<file path="src/rtl/uart_tx_arbiter.sv">
// rtl/uart_tx_arbiter.sv - round-robin scheduler sharing one uart_tx between byte producers
module uart_tx_arbiter #(
  parameter int N_REQ        = 4,
  parameter int IDW          = (N_REQ > 1) ? $clog2(N_REQ) : 1,
  parameter int BUSY_TIMEOUT = 16,
  parameter int GAP_CYCLES   = 0
) (
  input  logic                 clk,
  input  logic                 rst,
  input  logic [N_REQ-1:0]     req_valid,
  input  logic [8*N_REQ-1:0]   req_data,
  output logic [N_REQ-1:0]     req_ack,
  output logic                 tx_send,
  output logic [7:0]           tx_data,
  input  logic                 tx_busy,
  output logic [IDW-1:0]       active_id,
  output logic                 arb_busy,
  output logic                 err_timeout
);

  localparam int CMAX = (BUSY_TIMEOUT > GAP_CYCLES) ? BUSY_TIMEOUT : GAP_CYCLES;
  localparam int CW   = $clog2(CMAX + 1);
  // Timeout fires on the edge where the counter would step to BUSY_TIMEOUT-1.
  localparam logic [CW-1:0]  TO_LAST  = CW'(BUSY_TIMEOUT - 2);
  localparam logic [CW-1:0]  GAP_LAST = CW'((GAP_CYCLES > 0) ? GAP_CYCLES - 1 : 0);
  localparam logic [IDW-1:0] LAST_ID  = IDW'(N_REQ - 1);

  typedef enum logic [1:0] {IDLE, WAIT_BUSY, WAIT_DONE, GAP} state_t;

  state_t           state;
  logic [IDW-1:0]   ptr;
  logic [CW-1:0]    cnt;

  logic             hi_found;
  logic             lo_found;
  logic [IDW-1:0]   hi_idx;
  logic [IDW-1:0]   lo_idx;
  logic [IDW-1:0]   gnt_idx;
  logic [7:0]       gnt_data;
  logic [N_REQ-1:0] gnt_onehot;

  // Round-robin pick: lowest valid index at or above ptr, else lowest valid overall.
  always_comb begin
    hi_found   = 1'b0;
    lo_found   = 1'b0;
    hi_idx     = '0;
    lo_idx     = '0;
    gnt_data   = 8'h00;
    gnt_onehot = '0;
    for (int i = N_REQ - 1; i >= 0; i--) begin
      if (req_valid[i]) begin
        lo_found = 1'b1;
        lo_idx   = IDW'(i);
        if (IDW'(i) >= ptr) begin
          hi_found = 1'b1;
          hi_idx   = IDW'(i);
        end
      end
    end
    gnt_idx = hi_found ? hi_idx : lo_idx;
    for (int i = 0; i < N_REQ; i++) begin
      if (IDW'(i) == gnt_idx) begin
        gnt_onehot[i] = 1'b1;
        gnt_data      = req_data[i*8 +: 8];
      end
    end
  end

  // Grant / transmit-tracking state machine with registered handshake outputs.
  always_ff @(posedge clk or negedge rst) begin
    if (!rst) begin
      state       <= IDLE;
      ptr         <= '0;
      cnt         <= '0;
      tx_send     <= 1'b0;
      tx_data     <= 8'h00;
      req_ack     <= '0;
      active_id   <= '0;
      err_timeout <= 1'b0;
    end else begin
      tx_send     <= 1'b0;
      req_ack     <= '0;
      err_timeout <= 1'b0;
      case (state)
        IDLE: begin
          if (!tx_busy && lo_found) begin
            tx_data   <= gnt_data;
            req_ack   <= gnt_onehot;
            tx_send   <= 1'b1;
            active_id <= gnt_idx;
            ptr       <= (gnt_idx == LAST_ID) ? '0 : gnt_idx + 1'b1;
            cnt       <= '0;
            state     <= WAIT_BUSY;
          end
        end
        WAIT_BUSY: begin
          if (tx_busy) begin
            cnt   <= '0;
            state <= WAIT_DONE;
          end else if (cnt == TO_LAST) begin
            err_timeout <= 1'b1;
            cnt         <= '0;
            state       <= IDLE;
          end else begin
            cnt <= cnt + 1'b1;
          end
        end
        WAIT_DONE: begin
          if (!tx_busy) begin
            cnt   <= '0;
            state <= (GAP_CYCLES > 0) ? GAP : IDLE;
          end
        end
        GAP: begin
          if (cnt == GAP_LAST) begin
            cnt   <= '0;
            state <= IDLE;
          end else begin
            cnt <= cnt + 1'b1;
          end
        end
        default: state <= IDLE;
      endcase
    end
  end

  assign arb_busy = (state != IDLE);

endmodule

</file>
<file path="config.mk">
export PLATFORM = sky130hd
export DESIGN_NAME = uart_tx_arbiter
export DESIGN_NICKNAME = d
export VERILOG_FILES = /design/src/rtl/uart_tx_arbiter.sv
export SDC_FILE = /design/constraint.sdc
export NUM_CORES = 1
export LEC_CHECK = 0
export ABC_CLOCK_PERIOD_IN_PS = 2220
export BUFFER_PORTS_ARGS = -buffer_cell sky130_fd_sc_hd__buf_2
export CORE_UTILIZATION = 44
export DETAILED_ROUTE_END_ITERATION = 16
export GPL_ROUTABILITY_DRIVEN = 0
export PLACE_DENSITY = 0.84
export REMOVE_ABC_BUFFERS = 1
export SYNTH_ARGS = -nofsm -noshare
export SYNTH_HDL_FRONTEND = slang
export SYNTH_SLANG_ARGS = --single-unit
</file>
<file path="constraint.sdc">
create_clock -name clk -period 2.22 [get_ports clk]
set_input_delay 0.666 -clock clk [delete_from_list [all_inputs] [get_ports clk]]
set_output_delay 0.666 -clock clk [all_outputs]
set_load 0.05 [all_outputs]
</file>
==> results of run 1 <==
## worst max-delay path, stage by stage (launching register included)
cell,delay [ps]
dfrtp_2,470
mux2i_1,140
a221oi_2,280
inv_1,90
ha_1,210
nor2b_1,130
buf_4,170
a221oi_1,250
a211o_1,130
a31oi_1,80
## sequential cells by signal, summed over array words and instances, names as in the netlist
name / flops
tx_data: 8
state: 2
err_timeout: 1
cnt: 5
active_id: 2
tx_send: 1
req_ack: 4
ptr: 2
## power by group
group          total, mW  switching, mW  leakage, nW  internal (mW)
combinational       1.50          0.937        0.663          0.567
sequential         0.757          0.142        0.313          0.615
clock              0.207          0.139       0.0177         0.0675
total               2.47           1.22        0.994           1.25
## cell families (layout without fill, tap and decap cells)
family | count (synthesis) | count (layout) | share of synthesized area
multiplexers | 4 | 4 | 0.0290
AO/OA/AOI/OAI | 40 | 40 | 0.221
adder cells (fa/ha/maj) | 7 | 7 | 0.0596
flip-flops | 25 | 25 | 0.426
buffers and inverters | 25 | 90 | 0.0750
AND/OR/NAND/NOR | 47 | 47 | 0.189
## layer usage
layer  vias to the layer above  share of wire
li1                        655              -
met1                       628           0.45
met2                        60           0.48
met3                         4          0.064
met4                         0         0.0082
met5                         -              0
## worst paths after layout
check | start | to | slack (ps) | depth (start not counted)
max | ptr[1] | tx_data[7] | 130 | 9
min in group clk | active_id[1] | active_id[1] | 520 | 1
min | rst | state[1] | 310 | 1
max reg2reg | ptr[1] | tx_data[7] | 130 | 9
max in group asynchronous | rst | ptr[1] | 1510 | 1
min reg2reg | active_id[1] | active_id[1] | 520 | 1
## Yosys cell counts, types with 2 or more instances
cell      number  area share
mux2i_1        2       0.014
ha_1           7       0.060
nor2b_1        2      0.0085
a221oi_1       9       0.054
o21ai_0        4       0.014
nor4_4         2       0.029
a31oi_1        8       0.034
a211o_1       10       0.060
nor3_1         2      0.0068
buf_2          4       0.014
nor2_1        12       0.031
inv_1         15       0.038
a21oi_1        2      0.0068
clkbuf_1       3      0.0077
and2_1         4       0.017
dfrtp_1       25        0.43
nand2_1       16       0.041
nand3_1        2      0.0068
## final cells by class
class	instances	share of cell area
multi-input combinational	98	0.394
sequential	25	0.325
timing repair buffer	70	0.207
inverter	16	0.0311
tap	44	0.0285
clock buffer	3	0.0117
clock inverter	1	0.00259
## stage by stage
stage / cell area, um^2 / setup TNS (ps) / total power [mW]
6_report: 1930 / 0 / 2.47
5_1_grt: 1930 / -38.8 / 2.62
2_1_floorplan: 1420 / -2790 / 1.80
4_1_cts: 1900 / 0 / 2.44
3_5_place_dp: 1870 / -1950 / 2.22
3_3_place_gp: 1870 / -1700 / 2.20
==> metrics.txt, run 1 <==
outcome completed; Seq cells post-synth 25; I/O pin count 56; Worst-Margin Slew 757 ps; Placed Instances 253; Mapped Cells 148; DP Wirelength 2.49 mm; Synth Flop Type dfrtp_1; initial antenna violation count 0; Worst EP arrival 2270 ps; Post-Layout Cell Count 257; met1 GRT Util 0.254; Antenna diodes 0; synth warn 0; clock latency on the worst-skew pair 320 ps; P&R area growth vs syn 31.4%; Port Buf Inserts 55; setup ws final 127 ps; routed vias/inst 5.24; Max Fclk 478 MHz; crit path launch type register; post-CTS sizing 0; layout cells sized above 1 0.418; most common cell after layout, fill and taps aside buf_2; crit end category register; CTS Buf Count 3; final core utilization 0.622; Crit Path Category reg2reg; Netlist cell types 37; clk_skew 3.34 ps; Synth Area per Inst 9.93 um^2; wire length per cell 13.2 um; clock slew at reported path FFs 140 ps; vias in the first global route 1194; async set-reset flop share out of synthesis 1.00; setup bufs post-CTS 0; Nets 260; CORE AREA 3100 um^2; fin crit period 2090 ps; router iterations before antenna repair 4; antenna viol nets, final 0; Most Used Layer, Global Route met2; P per Cell Area 1280 nW/um^2; Die Ht 59.8 um; number of flops mapped to enable cells by yosys 0; DP Worst Slack -292 ps; RSZ-0062 raised after global routing true; TritonCTS clock tree done; met2 Track Usage GR 0.340; Placement Rows 20; register area 627 um^2; endpoints failing setup 0; met3 usage 0.0411; cts hold-fix bufs 0; Worst EP required 2400 ps; slew margin rel. 0.491; Root Buffer Master clkbuf_4; Die ar. 3570 um^2; P_leak 0.994 nW; MaxCap Viol Count 0; total congestion overflow 0; Mapped Area 1470 um^2; min-delay worst type in2async; Initial Utilization 0.473; Chip Width 59.8 um; final wirelength 3.40 mm; Initial DRC Count 43; Longest Clk Path Bufs 2; largest net degree at the start of global routing 26; worst vdd ir 0.658 mV; multi-input logic area 761 um^2; Remaining DRCs 0; Filler cells 294; vias post-DR 1347; first-pass GRT wire length 5.30 mm; CTS Sinks 25; Slew Limit Fails 0; Final Hold Viols 0; most frequent cells in the layout buf_2, dfrtp_1, nand2_1; H-Tree Depth 1; CP Max Fanout 8; Global Route Usage Sum 0.201; Hold WS 310 ps; post-route clock period utilization 0.943; share of the yosys chip area belonging to registers 0.426
(Power assumes the default switching activity.)
==> run 2, diff against run 1 <==
--- a/config.mk
+++ b/config.mk
@@ -5,12 +5,13 @@
 export SDC_FILE = /design/constraint.sdc
 export NUM_CORES = 1
 export LEC_CHECK = 0
-export ABC_CLOCK_PERIOD_IN_PS = 2220
+export ABC_CLOCK_PERIOD_IN_PS = 2100
 export BUFFER_PORTS_ARGS = -buffer_cell sky130_fd_sc_hd__buf_2
-export CORE_UTILIZATION = 44
+export CORE_MARGIN = 2
+export CORE_UTILIZATION = 48
 export DETAILED_ROUTE_END_ITERATION = 16
 export GPL_ROUTABILITY_DRIVEN = 0
-export PLACE_DENSITY = 0.84
+export PLACE_DENSITY = 0.87
 export REMOVE_ABC_BUFFERS = 1
 export SYNTH_ARGS = -nofsm -noshare
 export SYNTH_HDL_FRONTEND = slang
==> constraint.sdc (replaced) <==
create_clock -name clk -period 2.1 [get_ports clk]
set_input_delay 0.63 -clock clk [delete_from_list [all_inputs] [get_ports clk]]
set_output_delay 0.63 -clock clk [all_outputs]
set_load 0.05 [all_outputs]
==> run 2 against run 1 <==
  * The flow now finishes with violations (setup timing)
  * Flip-flop and latch count unchanged
  * First-iteration DRC count down 7.0%
  * Utilization up 9.5 points
  * Die area down 1.5%
  * Cell count down 0.39%
  * Combinational power up 30%
  * Design area up 11%
  * Sequential share of layout area down 3.1 points
  * Clock power up 13%
==> metrics.txt, run 2 (synthesized netlist as in run 1, its figures left out) <==
Placed Instances 244 (-3.6%); I/O pin count 56 (unchanged); R2R depth 9 (unchanged); Antenna diodes 0 (unchanged); Global Route Usage Sum 0.225 (+0.0244); DP Wirelength 2.58 mm (+3.6%); reg2reg start ptr[1]; endpoints failing setup 7 (+7); vias in the first global route 1329 (+11%); first-pass GRT wire length 5.91 mm (+12%); vias post-DR 1421 (+5.5%); most frequent cells in the layout buf_2, dfrtp_1, buf_4; max incr delay on CP 430 ps (-40 ps); DP Worst Slack -649 ps (-357 ps); Crit. Startpoint ptr[1]; slew margin rel. 0.337 (-0.154); CP bufs+invs 4 (+2); Final Power 2.99 mW (+21%); min-delay worst type in2async; router iterations before antenna repair 4 (unchanged); CTS Sinks 25 (unchanged); crit end category register; Post-Layout Cell Count 256 (-0.39%); total congestion overflow 0 (unchanged); Initial Utilization 0.493 (+0.0199); TritonCTS clock tree done; CP top delay family compound AO/OA/AOI/OAI gates; Worst EP arrival 2470 ps (+200 ps); largest net degree at the start of global routing 26 (unchanged); P per Cell Area 1400 nW/um^2 (+9.3%); layout cells sized above 1 0.507 (+0.0889); Crit Path Category reg2reg; Worst EP required 2340 ps (-60 ps); CORE AREA 2980 um^2 (-4.0%); initial antenna violation count 0 (unchanged); Longest Clk Path Bufs 2 (unchanged); Die Ht 59.3 um (-0.77%); Chip Width 59.3 um (-0.77%); crit path launch type register; clk_skew 1.84 ps (-1.51 ps); worst vdd ir 0.942 mV (+43%); outcome finished, violations left; Root Buffer Master clkbuf_4; Largest Register tx_data; Remaining DRCs 0 (unchanged); setup ws final -129 ps (-256 ps); Nets 270 (+3.8%); Slew Limit Fails 0 (unchanged); clock slew at reported path FFs 150 ps (about the same); R2R setup slack -130 ps (-260 ps); Initial DRC Count 40 (-7.0%); Port Buf Inserts 55 (unchanged); post-route clock period utilization 1.06 (+0.119); cts hold-fix bufs 0 (unchanged); Worst-Margin Slew 987 ps (+230 ps); Final Hold Viols 0 (unchanged); wire length per cell 15.7 um (+19%); crit path cell chain buf_6 -> mux2i_2 -> a221oi_2 -> inv_2 -> ha_4 -> buf_4 -> buf_4 -> a211o_1 -> a31oi_1; final core utilization 0.718 (+0.0955); RSZ-0062 raised after global routing true; Slowest-stage cell, CP dfrtp_1; routed vias/inst 5.55 (+5.9%); Flop pwr share 0.268 (-0.039); cell-internal power 1.53 mW (+23%); switching portion of total power 0.486 (-0.00757); CP Max Fanout 7 (-1); Gate power share 0.654 (+0.045); Placement Rows 20 (unchanged); Regs by FF count tx_data: 8 flops, cnt: 5 flops, req_ack: 4 flops; r2r endpoint tx_data[2]; Clk pwr share 0.078 (-0.006); clock latency on the worst-skew pair 320 ps (about the same); Hold WS 272 ps (-38.2 ps); most common cell after layout, fill and taps aside buf_2; antenna viol nets, final 0 (unchanged); CTS Buf Count 3 (unchanged); MaxCap Viol Count 0 (unchanged); net load switching power 1.45 mW (+19%); P&R area growth vs syn 45.5%; fin crit period 2230 ps (+136 ps); CP most frequent cell buf_4; failing checks setup timing; final wirelength 4.02 mm (+18%); Max Fclk 449 MHz (-6.1%); Die ar. 3520 um^2 (-1.5%); H-Tree Depth 1 (unchanged); P_leak 1.07 nW (+7.5%); max reg flops 8 (unchanged)
-- run 2: cell type report --
class	instances	area (um^2)
fillers	205	841
flip-flops and latches	25	627
repair buffers	80	520
multi-input cells	98	858
clock inverters	1	7.51
inverters	16	60.1
clock buffers	3	22.5
well taps	33	41.3
-- run 2: worst max path at each step --
stage | endpoint | slack (ps) | cells after the start
6_report | tx_data[2] | -130 | 9
5_1_grt | tx_data[2] | -150 | 9
4_1_cts | tx_data[0] | -10 | 9
3_5_place_dp | tx_data[6] | -650 | 10
3_3_place_gp | tx_data[6] | -520 | 10
2_1_floorplan | tx_data[0] | -440 | 9
-- run 2: metrics by stage --
| stage | instance area (um^2) | TNS (ps) |
|---|---|---|
| 4_1_cts | 2000 | -41.6 |
| 2_1_floorplan | 1420 | -3460 |
| 6_report | 2140 | -276 |
| 5_1_grt | 2140 | -823 |
| 3_5_place_dp | 1890 | -5230 |
| 3_3_place_gp | 1890 | -4080 |
-- run 2: power groups by stage --
stage / clock, mW / sequential (mW) / combinational (mW)
global placement: 0 / 0.790 / 1.56
floorplan: 0 / 1.19 / 0.708
detailed placement: 0 / 0.795 / 1.59
global route: 0.264 / 0.821 / 2.08
CTS: 0.231 / 0.786 / 1.72
finish: 0.233 / 0.800 / 1.95
-- run 2: per-layer routing --
metal  part of all wire  up-vias  GRT usage
li1                   -      680          -
met1               0.41      660      0.285
met2               0.50       71      0.383
met3              0.067       10     0.0349
met4              0.024        0     0.0909
met5                  0        -          0
-- run 2: repair_timing --
action	in CTS	in global routing
setup endpoints to repair	8	8
endpoints found under the hold margin	0	0
cloned	0	1
gates resized for setup	15	16
pin swaps	9	7
setup buffers	4	5
==> run 3, diff against run 2 <==
--- a/config.mk
+++ b/config.mk
@@ -12,6 +12,7 @@
 export DETAILED_ROUTE_END_ITERATION = 16
 export GPL_ROUTABILITY_DRIVEN = 0
 export PLACE_DENSITY = 0.87
+export RECOVER_POWER = 100
 export REMOVE_ABC_BUFFERS = 1
 export SYNTH_ARGS = -nofsm -noshare
 export SYNTH_HDL_FRONTEND = slang
==> constraint.sdc (replaced) <==
create_clock -name clk -period 2.1 [get_ports clk]
set_input_delay 0.42 -clock clk [delete_from_list [all_inputs] [get_ports clk]]
set_output_delay 0.42 -clock clk [all_outputs]
set_load 0.05 [all_outputs]
==> run 3 against run 2 <==
  * The run still ends with setup timing left
  * Combinational power decreased by 13%
  * Design area decreased by 7.8%
  * Clock skew grew 1.0 ps
  * Global-route usage is 3.5 points lower
  * First-iteration DRC count down 40%
  * Fmax is 3.6% higher
  * Sequential share of layout area rose by 2.5 points
  * Routed wire length decreased by 16%
  * Clock power is 4% lower
==> metrics.txt, run 3 (synthesized netlist as in run 1, its figures left out) <==
outcome finished, violations left; failing checks setup timing; I/O pin count 56 (unchanged); vias post-DR 1336 (-6.0%); clock slew at reported path FFs 140 ps (about the same); Max Fclk 465 MHz (+3.6%); Nets 260 (-3.7%); clock latency on the worst-skew pair 320 ps (about the same); post-route clock period utilization 1.02 (-0.0372); router iterations before antenna repair 4 (unchanged); Initial Utilization 0.493 (unchanged); cts hold-fix bufs 0 (unchanged); Placement Rows 20 (unchanged); P per Cell Area 1380 nW/um^2 (-1.2%); worst vdd ir 0.779 mV (-17%); routed vias/inst 5.43 (-2.2%); total congestion overflow 0 (unchanged); Final Hold Viols 0 (unchanged); TritonCTS clock tree done; CP Max Fanout 17 (+10); setup ws final -50.7 ps (+78.1 ps); endpoints failing setup 4 (-3); Remaining DRCs 0 (unchanged); reg2reg start ptr[0]; RSZ-0062 raised after global routing true; setup TNS -84.8 ps (+191 ps); Filler cells 246 (+20%); slew margin rel. 0.0929 (-0.244); P&R area growth vs syn 34.2%; Largest Register tx_data; Die ar. 3520 um^2 (unchanged); CTS Sinks 25 (unchanged); largest net degree at the start of global routing 26 (unchanged); Crit. Startpoint ptr[0]; layout cells sized above 1 0.371 (-0.136); Root Buffer Master clkbuf_4; first-pass GRT wire length 5.18 mm (-12%); DP Wirelength 2.28 mm (-12%); max reg flops 8 (unchanged); final wirelength 3.37 mm (-16%); P_leak 0.956 nW (-11%); Worst-Margin Slew 1360 ps (+374 ps); Hold Startpoint req_data[30]; Crit Path Category reg2reg; crit path launch type register; Placed Instances 238 (-2.5%); Worst EP required 2340 ps (about the same); wire length per cell 13.7 um (-13%); MaxCap Viol Count 0 (unchanged); Port Buf Inserts 55 (unchanged); initial antenna violation count 0 (unchanged); fin crit period 2150 ps (-78.1 ps); CORE AREA 2980 um^2 (unchanged); CTS Buf Count 3 (unchanged); most common cell after layout, fill and taps aside buf_2; clk_skew 2.87 ps (+1.03 ps); antenna viol nets, final 0 (unchanged); Antenna diodes 0 (unchanged); Regs by FF count tx_data: 8 flops, cnt: 5 flops, req_ack: 4 flops; crit end category register; Die Ht 59.3 um (unchanged); DP Worst Slack -159 ps (+490 ps); Longest Clk Path Bufs 2 (unchanged); Post-Layout Cell Count 246 (-3.9%); min-delay worst type in2reg; Global Route Usage Sum 0.191 (-0.0346); Final Power 2.72 mW (-8.9%); Chip Width 59.3 um (unchanged); vias in the first global route 1227 (-7.7%); H-Tree Depth 1 (unchanged); most frequent cells in the layout buf_2, dfrtp_1, clkbuf_1; Worst EP arrival 2390 ps (-80 ps); Initial DRC Count 24 (-40%); Slew Limit Fails 0 (unchanged)
-- run 3: cell types whose count changed in the layout (fill, tap and decap cells not counted), moves of 3 or more --
cell	before	now
a221oi_2	10	6
buf_6	4	1
buf_2	55	38
buf_4	18	12
clkbuf_1	0	17
ha_4	4	0
-- run 3: timing repair --
action,4_1_cts,5_1_grt
gates cloned,0,0
setup buffers,2,2
pin swaps,12,6
resized for setup,9,9
setup endpoints to repair,8,8
-- run 3: metal layers --
| metal | vias up | wire length (um) | track usage |
|---|---|---|---|
| met1 | 616 | 1430 | 0.258 |
| met4 | 0 | 63 | 0.0747 |
| met5 | - | 0 | 0 |
| met2 | 58 | 1620 | 0.297 |
| li1 | 656 | - | - |
| met3 | 6 | 253 | 0.0437 |
-- run 3: through the flow --
step                hold WS [ps]  cell area (um^2)   util
floorplan                    124              1420      -
global placement             445              1840  0.619
detailed placement           444              1840  0.619
CTS                         85.4              1930  0.647
global route                 333              1970  0.662
finish                       336              1970  0.662
-- run 3: cell type report --
class / count / area, um^2 / area share
multi-input cells: 98 / 816 / 0.414
flip-flops and latches: 25 / 628 / 0.319
repair buffers: 70 / 395 / 0.201
inverters: 16 / 60.1 / 0.0305
well taps: 33 / 41.3 / 0.0210
clock buffers: 3 / 22.5 / 0.0114
clock inverters: 1 / 7.51 / 0.00381
-- run 3: power breakdown --
group          leakage, nW  total [mW]  switching (mW)  internal, mW
combinational        0.629        1.69            1.05         0.645
sequential           0.313       0.804           0.152         0.652
clock               0.0139       0.223           0.151        0.0726
-- run 3: final timing paths --
kind                                end  slack, ps  cells past startpoint
max reg2reg                  tx_data[4]        -50                     10
max in group asynchronous        ptr[0]        840                      1
min                          tx_data[6]        340                      3
min reg2reg                active_id[1]        510                      1
max                          tx_data[4]        -50                     10
min in group asynchronous      state[1]        370                      1
-- run 3: critical path: stages, from the launching register on --
cell and delay (ps):
dfrtp_2 480, nand3b_1 120, o21ai_2 60, a221oi_2 260
buf_4 150, buf_4 120, ha_1 220, buf_12 180
a221oi_4 40, a211o_1 240, a31oi_1 200
